==> src/rtl/spi_pkg.sv <==
// -----------------------------------------------------------------------------
// spi_pkg
// Shared types and constants for the parametrised SPI master.
//   spi_state_e : transfer state machine encoding
//   spi_mode_t  : SPI mode packed as {cpol, cpha}
//   SPI_MODE0-3 : the four standard SPI modes
// -----------------------------------------------------------------------------
`timescale 1ns/1ps
package spi_pkg;

  typedef enum logic [1:0] {
    SPI_IDLE  = 2'd0,
    SPI_SETUP = 2'd1,
    SPI_SHIFT = 2'd2,
    SPI_HOLD  = 2'd3
  } spi_state_e;

  typedef logic [1:0] spi_mode_t;

  localparam spi_mode_t SPI_MODE0 = 2'b00;
  localparam spi_mode_t SPI_MODE1 = 2'b01;
  localparam spi_mode_t SPI_MODE2 = 2'b10;
  localparam spi_mode_t SPI_MODE3 = 2'b11;

endpackage

==> src/rtl/spi_if.sv <==
// -----------------------------------------------------------------------------
// spi_if
// Bundles the request/response handshake and the serial bus of the SPI master.
//   master modport : seen from the SPI master (requests in, serial bus out)
//   slave  modport : seen from the requester / attached slave side
// Optional macro SPI_MASTER_LSB_FIRST_EN adds the lsbFirst request signal.
// Parameters: DATA_W (word width), NUM_SLAVES (chip selects), SEL_W (select width).
// -----------------------------------------------------------------------------
`timescale 1ns/1ps
interface spi_if
  import spi_pkg::*;
#(
  parameter int DATA_W     = 8,
  parameter int NUM_SLAVES = 3,
  parameter int SEL_W      = (NUM_SLAVES > 1) ? $clog2(NUM_SLAVES) : 1
);
  logic                  start;
  logic [SEL_W-1:0]      slaveSelect;
  logic                  cpol;
  logic                  cpha;
  logic [DATA_W-1:0]     masterDataToSend;
  logic                  MISO;
  logic [DATA_W-1:0]     masterDataReceived;
  logic                  busy;
  logic                  done;
  logic                  SCLK;
  logic [NUM_SLAVES-1:0] CS;
  logic                  MOSI;
`ifdef SPI_MASTER_LSB_FIRST_EN
  logic                  lsbFirst;

  modport master (
    input  start, slaveSelect, cpol, cpha, masterDataToSend, MISO, lsbFirst,
    output masterDataReceived, busy, done, SCLK, CS, MOSI
  );

  modport slave (
    output start, slaveSelect, cpol, cpha, masterDataToSend, MISO, lsbFirst,
    input  masterDataReceived, busy, done, SCLK, CS, MOSI
  );
`else
  modport master (
    input  start, slaveSelect, cpol, cpha, masterDataToSend, MISO,
    output masterDataReceived, busy, done, SCLK, CS, MOSI
  );

  modport slave (
    output start, slaveSelect, cpol, cpha, masterDataToSend, MISO,
    input  masterDataReceived, busy, done, SCLK, CS, MOSI
  );
`endif

endinterface

==> src/rtl/spi_clk_gen.sv <==
// -----------------------------------------------------------------------------
// spi_clk_gen
// SCLK divider for the SPI master. While enabled, it counts CLK_DIV system
// clocks per SCLK half-period and toggles SCLK at the end of each one. The
// leadEdge/trailEdge strobes are high during the single clk cycle whose
// closing rising edge produces the corresponding SCLK transition, so the
// master acts on exactly the same clk edge that moves SCLK.
// When disabled, SCLK is registered from idle_level and the counter clears.
// Ports:
//   clk, reset (async, active-low)
//   en         : count and toggle (high only while shifting)
//   idle_level : SCLK level to hold while disabled
//   leadEdge   : next clk edge produces a leading SCLK edge
//   trailEdge  : next clk edge produces a trailing SCLK edge
//   sclk       : registered serial clock level
// -----------------------------------------------------------------------------
`timescale 1ns/1ps
module spi_clk_gen #(
  parameter int CLK_DIV = 2
) (
  input  logic clk,
  input  logic reset,
  input  logic en,
  input  logic idle_level,
  output logic leadEdge,
  output logic trailEdge,
  output logic sclk
);

  localparam int               DIV_W    = (CLK_DIV > 1) ? $clog2(CLK_DIV) : 1;
  localparam logic [DIV_W-1:0] DIV_LAST = DIV_W'(CLK_DIV - 1);

  logic [DIV_W-1:0] div_cnt_q, div_cnt_d;
  logic             phase_q, phase_d;   // 0: next edge is leading
  logic             sclk_q, sclk_d;
  logic             tick;

  always_comb begin
    tick      = en && (div_cnt_q == DIV_LAST);
    leadEdge  = tick && !phase_q;
    trailEdge = tick && phase_q;
    div_cnt_d = '0;
    phase_d   = 1'b0;
    sclk_d    = idle_level;
    if (en) begin
      div_cnt_d = tick ? '0 : div_cnt_q + 1'b1;
      phase_d   = phase_q ^ tick;
      sclk_d    = sclk_q ^ tick;
    end
  end

  always_ff @(posedge clk or negedge reset) begin
    if (!reset) begin
      div_cnt_q <= '0;
      phase_q   <= 1'b0;
      sclk_q    <= 1'b0;
    end else begin
      div_cnt_q <= div_cnt_d;
      phase_q   <= phase_d;
      sclk_q    <= sclk_d;
    end
  end

  assign sclk = sclk_q;

endmodule

==> src/rtl/spi_master_param.sv <==
// -----------------------------------------------------------------------------
// spi_master_param
// Parametrised full-duplex SPI master: one DATA_W-bit word per transfer to the
// slave chosen by slaveSelect, any of the four CPOL/CPHA modes.
// Sequence: IDLE -> SETUP (CLK_DIV cycles) -> SHIFT (2*DATA_W SCLK edges)
//           -> HOLD (CLK_DIV cycles) -> IDLE, done pulsing on HOLD exit.
// Ports:
//   clk        : system clock
//   reset      : asynchronous, active-low
//   bus        : spi_if.master (start/slaveSelect/cpol/cpha/masterDataToSend/
//                MISO in; masterDataReceived/busy/done/SCLK/CS/MOSI out)
// Parameters: DATA_W (>=2), NUM_SLAVES (1..16), CLK_DIV (>=1), SEL_W.
// Optional macro SPI_MASTER_LSB_FIRST_EN: honours bus.lsbFirst (LSB-first
// transmit and assembly); otherwise transfers are always MSB first.
// -----------------------------------------------------------------------------
`timescale 1ns/1ps
module spi_master_param
  import spi_pkg::*;
#(
  parameter int DATA_W     = 8,
  parameter int NUM_SLAVES = 3,
  parameter int CLK_DIV    = 2,
  parameter int SEL_W      = (NUM_SLAVES > 1) ? $clog2(NUM_SLAVES) : 1
) (
  input  logic clk,
  input  logic reset,
  spi_if.master bus
);

  localparam int               DIV_W      = (CLK_DIV > 1) ? $clog2(CLK_DIV) : 1;
  localparam logic [DIV_W-1:0] DIV_LAST   = DIV_W'(CLK_DIV - 1);
  localparam int               CNT_W      = $clog2(DATA_W) + 1;
  localparam logic [CNT_W-1:0] BITS_TOTAL = CNT_W'(DATA_W);
  localparam logic [SEL_W:0]   SEL_LIMIT  = (SEL_W + 1)'(NUM_SLAVES);

  // Control state (asynchronously reset)
  spi_state_e            state_q, state_d;
  logic [DIV_W-1:0]      cyc_cnt_q, cyc_cnt_d;
  logic [CNT_W-1:0]      bit_cnt_q, bit_cnt_d;
  logic                  busy_q, busy_d;
  logic                  done_q, done_d;
  logic [NUM_SLAVES-1:0] cs_q, cs_d;
  logic                  mosi_q, mosi_d;
  logic [DATA_W-1:0]     rx_out_q, rx_out_d;

  // Per-transfer data, only meaningful outside IDLE
  spi_mode_t             mode_q, mode_d;
  logic                  lsb_q, lsb_d;
  logic [DATA_W-1:0]     tx_q, tx_d;
  logic [DATA_W-1:0]     rx_q, rx_d;

  logic                  lead_edge, trail_edge, sclk_w;
  logic                  clk_en, idle_level;
  logic                  sel_ok, lsb_live;
  logic                  sample_on_lead, sample_now, shift_now, last_edge;
  logic [CNT_W-1:0]      samples_after;

  function automatic logic first_bit(input logic [DATA_W-1:0] w, input logic lsb);
    return lsb ? w[0] : w[DATA_W-1];
  endfunction

  // Drops the bit just presented on MOSI.
  function automatic logic [DATA_W-1:0] shift_out(input logic [DATA_W-1:0] w,
                                                  input logic lsb);
    return lsb ? {1'b0, w[DATA_W-1:1]} : {w[DATA_W-2:0], 1'b0};
  endfunction

  // Assembles received bits so the first bit lands where it was sent from.
  function automatic logic [DATA_W-1:0] shift_in(input logic [DATA_W-1:0] w,
                                                 input logic lsb,
                                                 input logic b);
    return lsb ? {b, w[DATA_W-1:1]} : {w[DATA_W-2:0], b};
  endfunction

  function automatic logic [NUM_SLAVES-1:0] cs_decode(input logic [SEL_W-1:0] sel);
    logic [NUM_SLAVES-1:0] cs;
    cs = '1;
    for (int i = 0; i < NUM_SLAVES; i++) begin
      if (sel == SEL_W'(i)) cs[i] = 1'b0;
    end
    return cs;
  endfunction

`ifdef SPI_MASTER_LSB_FIRST_EN
  assign lsb_live = bus.lsbFirst;
`else
  assign lsb_live = 1'b0;
`endif

  assign sel_ok = ({1'b0, bus.slaveSelect} < SEL_LIMIT);
  assign clk_en = (state_q == SPI_SHIFT);
  // Idle SCLK tracks the live cpol between transfers and the latched one during.
  assign idle_level = (state_q == SPI_IDLE) ? bus.cpol : mode_q[1];

  spi_clk_gen #(
    .CLK_DIV (CLK_DIV)
  ) u_clk_gen (
    .clk        (clk),
    .reset      (reset),
    .en         (clk_en),
    .idle_level (idle_level),
    .leadEdge   (lead_edge),
    .trailEdge  (trail_edge),
    .sclk       (sclk_w)
  );

  always_comb begin
    state_d   = state_q;
    cyc_cnt_d = cyc_cnt_q;
    bit_cnt_d = bit_cnt_q;
    busy_d    = busy_q;
    done_d    = 1'b0;
    cs_d      = cs_q;
    mosi_d    = mosi_q;
    rx_out_d  = rx_out_q;
    mode_d    = mode_q;
    lsb_d     = lsb_q;
    tx_d      = tx_q;
    rx_d      = rx_q;

    sample_on_lead = (mode_q == SPI_MODE0) || (mode_q == SPI_MODE2);
    sample_now     = sample_on_lead ? lead_edge  : trail_edge;
    shift_now      = sample_on_lead ? trail_edge : lead_edge;
    samples_after  = bit_cnt_q + CNT_W'(sample_now);
    // The final trailing edge always follows (or carries) the last sample.
    last_edge      = trail_edge && (samples_after == BITS_TOTAL);

    case (state_q)
      SPI_IDLE: begin
        if (bus.start && sel_ok) begin
          state_d   = SPI_SETUP;
          cyc_cnt_d = '0;
          bit_cnt_d = '0;
          busy_d    = 1'b1;
          cs_d      = cs_decode(bus.slaveSelect);
          mode_d    = {bus.cpol, bus.cpha};
          lsb_d     = lsb_live;
          rx_d      = '0;
          if (!bus.cpha) begin
            // Leading-edge sampling needs the first bit valid before SCLK moves.
            mosi_d = first_bit(bus.masterDataToSend, lsb_live);
            tx_d   = shift_out(bus.masterDataToSend, lsb_live);
          end else begin
            tx_d   = bus.masterDataToSend;
          end
        end
      end

      SPI_SETUP: begin
        if (cyc_cnt_q == DIV_LAST) begin
          state_d   = SPI_SHIFT;
          cyc_cnt_d = '0;
        end else begin
          cyc_cnt_d = cyc_cnt_q + 1'b1;
        end
      end

      SPI_SHIFT: begin
        if (sample_now) begin
          rx_d      = shift_in(rx_q, lsb_q, bus.MISO);
          bit_cnt_d = samples_after;
        end
        if (shift_now && !last_edge) begin
          mosi_d = first_bit(tx_q, lsb_q);
          tx_d   = shift_out(tx_q, lsb_q);
        end
        if (last_edge) begin
          state_d   = SPI_HOLD;
          cyc_cnt_d = '0;
        end
      end

      SPI_HOLD: begin
        if (cyc_cnt_q == DIV_LAST) begin
          state_d  = SPI_IDLE;
          cs_d     = '1;
          rx_out_d = rx_q;
          done_d   = 1'b1;
          busy_d   = 1'b0;
        end else begin
          cyc_cnt_d = cyc_cnt_q + 1'b1;
        end
      end

      default: state_d = SPI_IDLE;
    endcase
  end

  always_ff @(posedge clk or negedge reset) begin
    if (!reset) begin
      state_q   <= SPI_IDLE;
      cyc_cnt_q <= '0;
      bit_cnt_q <= '0;
      busy_q    <= 1'b0;
      done_q    <= 1'b0;
      cs_q      <= '1;
      mosi_q    <= 1'b0;
      rx_out_q  <= '0;
    end else begin
      state_q   <= state_d;
      cyc_cnt_q <= cyc_cnt_d;
      bit_cnt_q <= bit_cnt_d;
      busy_q    <= busy_d;
      done_q    <= done_d;
      cs_q      <= cs_d;
      mosi_q    <= mosi_d;
      rx_out_q  <= rx_out_d;
    end
  end

  always_ff @(posedge clk) begin
    mode_q <= mode_d;
    lsb_q  <= lsb_d;
    tx_q   <= tx_d;
    rx_q   <= rx_d;
  end

  assign bus.masterDataReceived = rx_out_q;
  assign bus.busy               = busy_q;
  assign bus.done               = done_q;
  assign bus.SCLK               = sclk_w;
  assign bus.CS                 = cs_q;
  assign bus.MOSI               = mosi_q;

endmodule

==> src/flat_wrapper.sv <==
// flat-port wrapper written by rule: the top's interface ports become plain ports
module spi_master_param_flat import spi_pkg::*;
#(
  parameter int DATA_W     = 8,
  parameter int NUM_SLAVES = 3,
  parameter int CLK_DIV    = 2,
  parameter int SEL_W      = (NUM_SLAVES > 1) ? $clog2(NUM_SLAVES) : 1
)
  (clk, reset, bus_start, bus_slaveSelect, bus_cpol, bus_cpha, bus_masterDataToSend, bus_MISO, bus_masterDataReceived, bus_busy, bus_done, bus_SCLK, bus_CS, bus_MOSI);
  spi_if #(.DATA_W(DATA_W), .NUM_SLAVES(NUM_SLAVES), .SEL_W(SEL_W)) bus_i ();
  input  logic clk;
  input  logic reset;
  input wire logic [$bits(bus_i.start)-1:0] bus_start;
  input wire logic [$bits(bus_i.slaveSelect)-1:0] bus_slaveSelect;
  input wire logic [$bits(bus_i.cpol)-1:0] bus_cpol;
  input wire logic [$bits(bus_i.cpha)-1:0] bus_cpha;
  input wire logic [$bits(bus_i.masterDataToSend)-1:0] bus_masterDataToSend;
  input wire logic [$bits(bus_i.MISO)-1:0] bus_MISO;
  output wire logic [$bits(bus_i.masterDataReceived)-1:0] bus_masterDataReceived;
  output wire logic [$bits(bus_i.busy)-1:0] bus_busy;
  output wire logic [$bits(bus_i.done)-1:0] bus_done;
  output wire logic [$bits(bus_i.SCLK)-1:0] bus_SCLK;
  output wire logic [$bits(bus_i.CS)-1:0] bus_CS;
  output wire logic [$bits(bus_i.MOSI)-1:0] bus_MOSI;
  assign bus_i.start = bus_start;
  assign bus_i.slaveSelect = bus_slaveSelect;
  assign bus_i.cpol = bus_cpol;
  assign bus_i.cpha = bus_cpha;
  assign bus_i.masterDataToSend = bus_masterDataToSend;
  assign bus_i.MISO = bus_MISO;
  assign bus_masterDataReceived = bus_i.masterDataReceived;
  assign bus_busy = bus_i.busy;
  assign bus_done = bus_i.done;
  assign bus_SCLK = bus_i.SCLK;
  assign bus_CS = bus_i.CS;
  assign bus_MOSI = bus_i.MOSI;
  spi_master_param #(.DATA_W(DATA_W), .NUM_SLAVES(NUM_SLAVES), .CLK_DIV(CLK_DIV), .SEL_W(SEL_W)) u_core (.clk(clk), .reset(reset), .bus(bus_i));
endmodule
==> config.mk <==
export PLATFORM = sky130hd
export DESIGN_NAME = spi_master_param_flat
export DESIGN_NICKNAME = d
export VERILOG_FILES = /design/src/rtl/spi_pkg.sv /design/src/rtl/spi_if.sv /design/src/rtl/spi_clk_gen.sv /design/src/rtl/spi_master_param.sv /design/src/flat_wrapper.sv
export SDC_FILE = /design/constraint.sdc
export NUM_CORES = 1
export LEC_CHECK = 0
export ABC_CLOCK_PERIOD_IN_PS = 8600
export BUFFER_PORTS_ARGS = -buffer_cell sky130_fd_sc_hd__buf_2
export CORE_MARGIN = 5
export CORE_UTILIZATION = 57
export DETAILED_ROUTE_END_ITERATION = 8
export PLACE_DENSITY = 0.8
export RECOVER_POWER = 50
export SYNTH_ARGS = -nofsm -noshare
export SYNTH_HDL_FRONTEND = slang
export SYNTH_SLANG_ARGS = --single-unit
==> constraint.sdc <==
create_clock -name clk -period 8.6 [get_ports clk]
set_clock_uncertainty 0.2 [all_clocks]
set_input_delay 0.43 -clock clk [delete_from_list [all_inputs] [get_ports clk]]
set_output_delay 0.43 -clock clk [all_outputs]
set_load 0.1 [all_outputs]
==> reports/qor.yml, run 1 <==
status: "finished, final reports clean"
synth_area_sq_um: 1992
synth_nets: 188
antenna_left: 0
die_w_um: 69.12
grt_setup_unrepaired: "false"
hpwl_um: 2653
antenna_cells: 0
layout-drive-gt1-share_pct: 21.94
cts_num_sinks: 42
synth_warnings: 0
synth_top_area_share_pct: 27.14
grt_pass1_vias: 1347
synth_area_leaders: "edfxtp_1 (27%), dfrtp_1 (26%), ha_1 (5.7%)"
arrival_ps: 3680
critPathLaunchType: "flip-flop"
drv_slew: 0
r2r-start: "u_core.state_q[0]"
rows: 21
fin_crit_ps: 3888
firstDrtPassIters: 4
seq_area_sq_um: 1145
whs_ps: 64.70
die-area_sq_um: 4777
area_growth_pct: 11.24
drt_wl_total_um: 3506
layout.nets: 220
clock_path_buffers: 2
cp_data_required_time_ps: 8390
yosysSeqAreaShare_pct: 57.47
syn-mean-instance-area_sq_um: 12.22
placed_area_sq_um: 2172
crit_type: "flip-flop to flip-flop"
grt_pass1_wl_um: 6168
die_h_um: 69.12
htree_levels: 2
grt_usage_pct: 15.94
multi_input_area_sq_um: 783.3
drt-initial-drc-count: 68
clock_latency_ps: 340
drc: 0
layout_worst_path_cycle_share_pct: 45.21
max-cap-violations: 0
antenna_found_initial: 0
yosys.area.top_type: "edfxtp_1"
setup-tns-final_ps: 0
final_common_cell: "dfrtp_1"
cp-end-kind: "flip-flop"
min_path_type: "primary input to flip-flop"
hp-start: "bus_slaveSelect[0]"
gp_congestion: 0.7520
worst_slew_pin_slew_ps: 1253
nFillCells: 280
critPathMaxFanout: 35
wl_per_cell_um: 14.49
via_per_inst: 5.207
setup_viol_count_final: 0
path_clk_slew_ps: 120
slew_headroom_pct: 16.49
cts_made_buffers: 5
synth_cells: 163
cts_setup_buffers: 0
io_pins: 31
ys_types: 34
final_hold_viol_count: 0
start_util_pct: 59.23
critPathLaunch: "u_core.state_q[0]"
final_util_pct: 65.89
cts_root_buffer: "clkbuf_4"
fmax_ghz: 0.2572
cts_tree: "built"
coreArea_sq_um: 3363
grt_max_degree: 36
port_buffers: 30
grt.overflow.total: 0
final_cell_mix: "dfrtp_1 (21), edfxtp_1 (18), nand2_1 (17), buf_2 (16), clkbuf_1 (14)"
vias: 1260
synth-seq-cells: 42
fin_area_sq_um: 2216
[layer usage]
| metal | vias up | wire length [um] | global-route usage [%] |
|---|---|---|---|
| met5 | - | 0 | 0 |
| met4 | 0 | 80 | 8.026 |
| li1 | 632 | - | - |
| met3 | 11 | 163 | 4.942 |
| met2 | 27 | 1786 | 26.17 |
| met1 | 590 | 1476 | 18.77 |
[layout make-up]
| type | count | area share (%) |
|---|---|---|
| Sequential cell | 42 | 51.67 |
| Clock buffer | 5 | 1.694 |
| Clock inverter | 3 | 0.7340 |
| Timing Repair Buffer | 31 | 6.437 |
| Multi-Input combinational cell | 106 | 35.35 |
| Inverter | 9 | 1.525 |
| Tap cell | 46 | 2.597 |
[critical path, cell delays in order, from the launching register on]
cell      delay, ps
dfrtp_1         400
inv_1           100
ha_1            560
and2_1          360
ha_1            230
mux2i_1         250
inv_1            80
ha_1            230
ha_1            210
nand2b_1        160
nand4_1         110
nor3_1           60
nor2b_1         580
[flip-flops by register name, indices dropped and copies added (netlist names), 2 cells and up]
register / flops
u_core.bit_cnt_q: 4
u_core.mode_q: 2
u_core.bus.CS: 3
u_core.rx_q: 8
u_core.tx_q: 8
u_core.state_q: 2
u_core.bus.masterDataReceived: 8
[per-stage QoR]
step	instances	setup WS, ps
global route	242	4379
detailed placement	233	4699
CTS	242	4687
global placement	233	4950
floorplan	163	5320
finish	242	4712
[final timing paths]
kind / endpoint / slack [ps] / depth (start not counted)
worst max-delay path: u_core.tx_q[4] / 4710 / 12
worst min-delay path: u_core.bus.CS[1] / 60 / 2
min in group asynchronous: u_core.u_clk_gen.sclk / 660 / 2
worst max register to register: u_core.tx_q[4] / 4710 / 12
worst min register to register: u_core.bus.masterDataReceived[7] / 300 / 1
max in group asynchronous: u_core.bit_cnt_q[1] / 6790 / 2
[kinds of logic (layout without fill, tap and decap cells)]
logic type                 Yosys count  in the layout  share of synthesized area (%)
AOI/OAI and AO/OA                   24             24                          8.229
xor gates and xnor gates             2              2                         0.8796
adders and majority gates            9              9                          5.653
buffers and inverters               15             48                          3.078
DFF                                 42             42                          57.47
muxes                               22             22                          12.12
and+or+nand+nor                     49             49                          12.56
[cell usage after synthesis (all sizes together)]
| cell | n |
|---|---|
| dfrtp | 21 |
| edfxtp | 18 |
| nand2 | 17 |
| o21ai | 13 |
| mux2 | 11 |
| mux2i | 11 |
| and2 | 10 |
| ha | 9 |
| inv | 9 |
| nor2 | 9 |
| a21oi | 4 |
| buf | 4 |
| dfstp | 3 |
| nand2b | 3 |
| nor2b | 3 |
| clkbuf | 2 |
| nand3b | 2 |
| o32a | 2 |
| xor2 | 2 |
| a211o | 1 |
| a211oi | 1 |
| a21boi | 1 |
| a22o | 1 |
| and3 | 1 |
| nand3 | 1 |
| nand4 | 1 |
| nor3 | 1 |
| nor4 | 1 |
| o31ai | 1 |
[timing repair]
action                                  in CTS  in global routing
gates resized for setup                      0                  0
hold endpoints to repair                    21                  0
endpoints found under the setup margin       0                  0
hold buffers                                 1                  0
Power of run 1 is not shown: default switching activity piles up to over one toggle a cycle in this logic, so the estimate is an artifact.
==> inputs of run 2 (changes only) <==
- ABC_CLOCK_PERIOD_IN_PS: 8600 -> 3720
- CORE_UTILIZATION: 57 -> 56
- PLACE_DENSITY: 0.8 -> 0.79
- clock period: 8.6 -> 3.72 ns (I/O delays scaled with it)
==> reports/qor.yml, run 2 (synthesis gave the netlist of run 1 again) <==
cp_common_cell: "ha_1"
port_buffers: 30  # unchanged
cts_made_buffers: 5  # unchanged
layout_worst_path_cycle_share_pct: 90.42  # +45 points
clock_path_buffers: 2  # unchanged
via_per_inst: 5.297  # +1.7%
slew_headroom_pct: 12.77  # -3.7 points
whs_ps: 9.464  # -55.24 ps
grt.overflow.total: 0  # unchanged
critPathLaunchType: "flip-flop"
rrSetupSlack_ps: 360  # -4360 ps
drt-initial-drc-count: 88  # +29%
final_util_pct: 68.73  # +2.8 points
status: "finished, final reports clean"
fin_crit_ps: 3364  # -524.1 ps
cts_root_buffer: "clkbuf_4"
grt_pass1_vias: 1456  # +8.1%
drc: 0  # unchanged
layout-drive-gt1-share_pct: 21.67  # -0.26 points
final_cell_mix: "dfrtp_1 (21), edfxtp_1 (18), nand2_1 (17), buf_2 (16), clkbuf_1 (15)"
crit_type: "flip-flop to flip-flop"
cts_setup_buffers: 0  # unchanged
antenna_left: 0  # unchanged
setup_viol_count_final: 0  # unchanged
arrival_ps: 3160  # -520 ps
vias: 1319  # +4.7%
cts_resized: 0  # unchanged
grt_max_degree: 35  # -2.8%
drv_slew: 0  # unchanged
slowest_stage: "nor2b_1"
die-area_sq_um: 4850  # +1.5%
final_hold_viol_count: 0  # unchanged
coreArea_sq_um: 3390  # +0.78%
grt_usage_pct: 17.50  # +1.6 points
worst_slew_pin_slew_ps: 1308  # +55.71 ps
final_common_cell: "dfrtp_1"
drt_wl_total_um: 3896  # +11%
cp_data_required_time_ps: 3520  # -4870 ps
cp-end-kind: "flip-flop"
die_w_um: 69.64  # +0.76%
cts_tree: "built"
gp_congestion: 0.8059  # +7.2%
grt_pass1_wl_um: 6727  # +9.1%
crit_family: "simple AND/OR/NAND/NOR gates"
clock_latency_ps: 350  # about the same
rows: 21  # unchanged
firstDrtPassIters: 4  # unchanged
path_clk_slew_ps: 130  # about the same
hpwl_um: 2818  # +6.2%
grt_setup_unrepaired: "false"
htree_levels: 2  # unchanged
die_h_um: 69.64  # +0.76%
placed_area_sq_um: 2180  # +0.35%
wl_per_cell_um: 15.65  # +8.0%
antenna_cells: 0  # unchanged
antenna_found_initial: 0  # unchanged
cp_slowest_stage_delay_ps: 560  # -20 ps
fin_area_sq_um: 2330  # +5.1%
cts_num_sinks: 42  # unchanged
setup-tns-final_ps: 0  # unchanged
layout.nets: 227  # +3.2%
crit_chain: "inv_1 -> ha_1 -> and2_1 -> ha_1 -> mux2i_1 -> inv_1 -> ha_1 -> ha_1 -> nand2b_1 -> nand4_1 -> nor3_1 -> nor2b_1"
path_buf_inv: 2  # unchanged
min_path_type: "primary input to flip-flop"
area_growth_pct: 16.96
io_pins: 31  # unchanged
postCtsHoldBufs: 7  # +6
start_util_pct: 58.77  # -0.46 points
critPathMaxFanout: 8  # -77%
fmax_ghz: 0.2973  # +16%
max-cap-violations: 0  # unchanged
-- run 2: cell count changes in the layout (fill, tap and decap cells not counted) --
cell / delta
and2_0: +6
and2_1: -6
bufinv_16: +2
clkbuf_1: +1
clkinv_2: -1
clkinvlp_4: -1
dlygate4sd3_1: +6
nor2b_1: -1
nor2b_2: +1
-- run 2: worst paths after layout --
check                                           start                    endpoint  cells past startpoint
hold reg to reg            u_core.u_clk_gen.div_cnt_q  u_core.u_clk_gen.div_cnt_q                      1
max in group asynchronous                       reset         u_core.bit_cnt_q[2]                      2
hold / removal                bus_masterDataToSend[5]              u_core.tx_q[6]                      3
min in group asynchronous                       reset           u_core.state_q[0]                      2
setup / recovery                    u_core.state_q[0]              u_core.tx_q[3]                     12
setup reg to reg                    u_core.state_q[0]              u_core.tx_q[3]                     12
-- run 2: routing by layer --
metal  global-route usage [%]  wire length (um)  vias to the layer above
li1                         -                 -                      643
met1                    18.99              1540                      625
met2                    31.89              2033                       35
met3                    4.493               200                       16
met4                    7.660               122                        0
met5                        0                 0                        -
-- run 2: cell type report --
class | instances | area, sq um
timing repair buffer | 38 | 206.4
multi-input combinational | 106 | 785.8
clock buffer | 5 | 37.54
sequential | 42 | 1145
clock inverter | 3 | 63.81
tap | 46 | 57.56
inverter | 9 | 33.78
fill | 256 | 1060
-- run 2: worst min-delay path: cells and delay by family --
family / cells / cell delay (ps)
buffers and inverters: 1 / 90
multiplexers: 1 / 50
AO/OA/AOI/OAI: 1 / 130
-- run 2: per-stage QoR --
stage	worst slack, ps	instances
2_1_floorplan	440.1	163
3_3_place_gp	577.6	234
3_5_place_dp	380.2	234
4_1_cts	349.1	249
5_1_grt	99.89	249
6_report	356.3	249
Power of run 2 is left out for the same reason.
==> inputs of run 3 (changes only) <==
- CAP_MARGIN: not set -> 20
- GPL_TIMING_DRIVEN: not set -> 0
==> reports/qor.yml, run 3 (synthesis gave the netlist of run 1 again) <==
status: "finished, final reports clean"
drt_wl_total_um: 4042  # +3.7%
start_util_pct: 58.77  # unchanged
dp_slack_ps: -71.75  # -452.0 ps
clock_latency_ps: 350  # about the same
vias: 1356  # +2.8%
crit_end: "u_core.bus.MOSI"
port_buffers: 30  # unchanged
seq_area_sq_um: 1145  # unchanged
grt.overflow.total: 0  # unchanged
max-cap-violations: 0  # unchanged
cts_tree: "built"
rr_worst_depth: 15  # +3
antenna_cells: 0  # unchanged
min_path_type: "primary input to flip-flop"
final_hold_viol_count: 0  # unchanged
grt_pass1_vias: 1513  # +3.9%
drt-initial-drc-count: 122  # +39%
hpwl_um: 2911  # +3.3%
cts_root_buffer: "clkbuf_4"
area_growth_pct: 17.78
r2r-start: "u_core.state_q[0]"
clock_path_buffers: 2  # unchanged
htree_levels: 2  # unchanged
crit_type: "flip-flop to flip-flop"
worst_slew_pin_slew_ps: 1314  # +5.388 ps
die_w_um: 69.64  # unchanged
via_per_inst: 5.256  # -0.78%
final_cells: 258  # +3.6%
dp_cells: 239  # +2.1%
cts_made_buffers: 5  # unchanged
setup_viol_count_final: 0  # unchanged
path_clk_slew_ps: 120  # about the same
fmax_ghz: 0.2777  # -6.6%
drc: 0  # unchanged
gp_congestion: 0.7601  # -5.7%
firstDrtPassIters: 4  # unchanged
layout.nets: 236  # +4.0%
wl_per_cell_um: 15.67  # +0.13%
critPathLaunchType: "flip-flop"
grt_usage_pct: 17.63  # +0.12 points
cp-end-kind: "flip-flop"
io_pins: 31  # unchanged
rr_endpoint: "u_core.bus.MOSI"
setup_ws_ps: 119.2  # -237.1 ps
rrSetupSlack_ps: 120  # -240 ps
slew_headroom_pct: 12.41  # -0.36 points
antenna_found_initial: 0  # unchanged
grt_pass1_wl_um: 6796  # +1.0%
nFillCells: 250  # -2.3%
final_cell_mix: "clkbuf_1 (21), dfrtp_1 (21), edfxtp_1 (18), nand2_1 (17), buf_2 (15)"
die-area_sq_um: 4850  # unchanged
coreArea_sq_um: 3390  # unchanged
rows: 21  # unchanged
antenna_left: 0  # unchanged
drv_slew: 0  # unchanged
critPathLaunch: "u_core.state_q[0]"
grt_max_degree: 25  # -29%
multi_input_area_sq_um: 797.0  # +1.4%
die_h_um: 69.64  # unchanged
layout_worst_path_cycle_share_pct: 96.80  # +6.4 points
cp_data_required_time_ps: 3770  # +250 ps
critPathMaxFanout: 10  # +2
layout-drive-gt1-share_pct: 22.64  # +0.97 points
arrival_ps: 3650  # +490 ps
cts_num_sinks: 42  # unchanged
fin_crit_ps: 3601  # +237.1 ps
[run 3: cell count changes in the layout (fill, tap and decap cells not counted), moves of 2 or more]
cell / before / now
bufinv_16: 2 / 0
clkbuf_1: 15 / 21
buf_4: 0 / 2
and2_0: 6 / 2
dlygate4sd3_1: 7 / 9
and2_1: 3 / 7
[run 3: cell type report]
| type | count | share of cell area [%] |
|---|---|---|
| inverter | 9 | 1.440 |
| clock buffer | 5 | 1.600 |
| multi-input combinational | 106 | 33.97 |
| sequential | 42 | 48.80 |
| timing repair buffer | 41 | 9.920 |
| tap | 46 | 2.453 |
| clock inverter | 3 | 0.6933 |
| buffer | 6 | 1.120 |
[run 3: per-stage QoR]
| stage | hold slack [ps] | setup TNS [ps] | cell area, sq um | util (%) |
|---|---|---|---|---|
| floorplan | -309.6 | 0 | 1992 | - |
| global placement | -14.33 | 0 | 2200 | 64.89 |
| detailed placement | -0.6710 | -573.4 | 2200 | 64.89 |
| CTS | 0.1187 | 0 | 2346 | 69.21 |
| global route | 35.75 | -76.28 | 2346 | 69.21 |
| finish | 4.759 | 0 | 2346 | 69.21 |
[run 3: worst min-delay path by stage]
stage	start	endpoint	slack [ps]	depth (start not counted)
after detailed placement	reset	u_core.bus.done	-0.7	1
after global placement	reset	u_core.bus.done	-10	1
final	bus_masterDataToSend[4]	u_core.tx_q[5]	5	3
after global routing	bus_masterDataToSend[7]	u_core.tx_q[7]	40	3
after CTS	bus_masterDataToSend[4]	u_core.tx_q[5]	0.1	3
after floorplan	reset	u_core.bit_cnt_q[0]	-310	0
[run 3: routing by layer]
| metal | track usage (%) | vias up | part of all wire (%) |
|---|---|---|---|
| met4 | 10.64 | 0 | 3.7 |
| met3 | 4.203 | 15 | 4.3 |
| met1 | 19.46 | 645 | 40 |
| met2 | 30.51 | 34 | 52 |
| li1 | - | 662 | - |
| met5 | 0 | - | 0 |
[run 3: worst max-delay path, cell delays in order, from the launching register on]
cell	delay, ps
dfrtp_1	380
inv_1	90
ha_1	200
buf_2	170
buf_2	200
and2_1	190
ha_1	240
mux2i_2	200
inv_1	80
ha_1	240
ha_1	320
nor2_1	90
nand4_1	160
nor3_2	260
nand3b_1	170
mux2_4	310
[run 3: repair_timing]
item,in CTS,in global routing
pin swaps,0,1
buffers inserted,0,2
endpoints found under the setup margin,8,10
resized for setup,1,2
hold buffers,9,0
endpoints found under the hold margin,33,0
Power of run 3 is left out for the same reason.
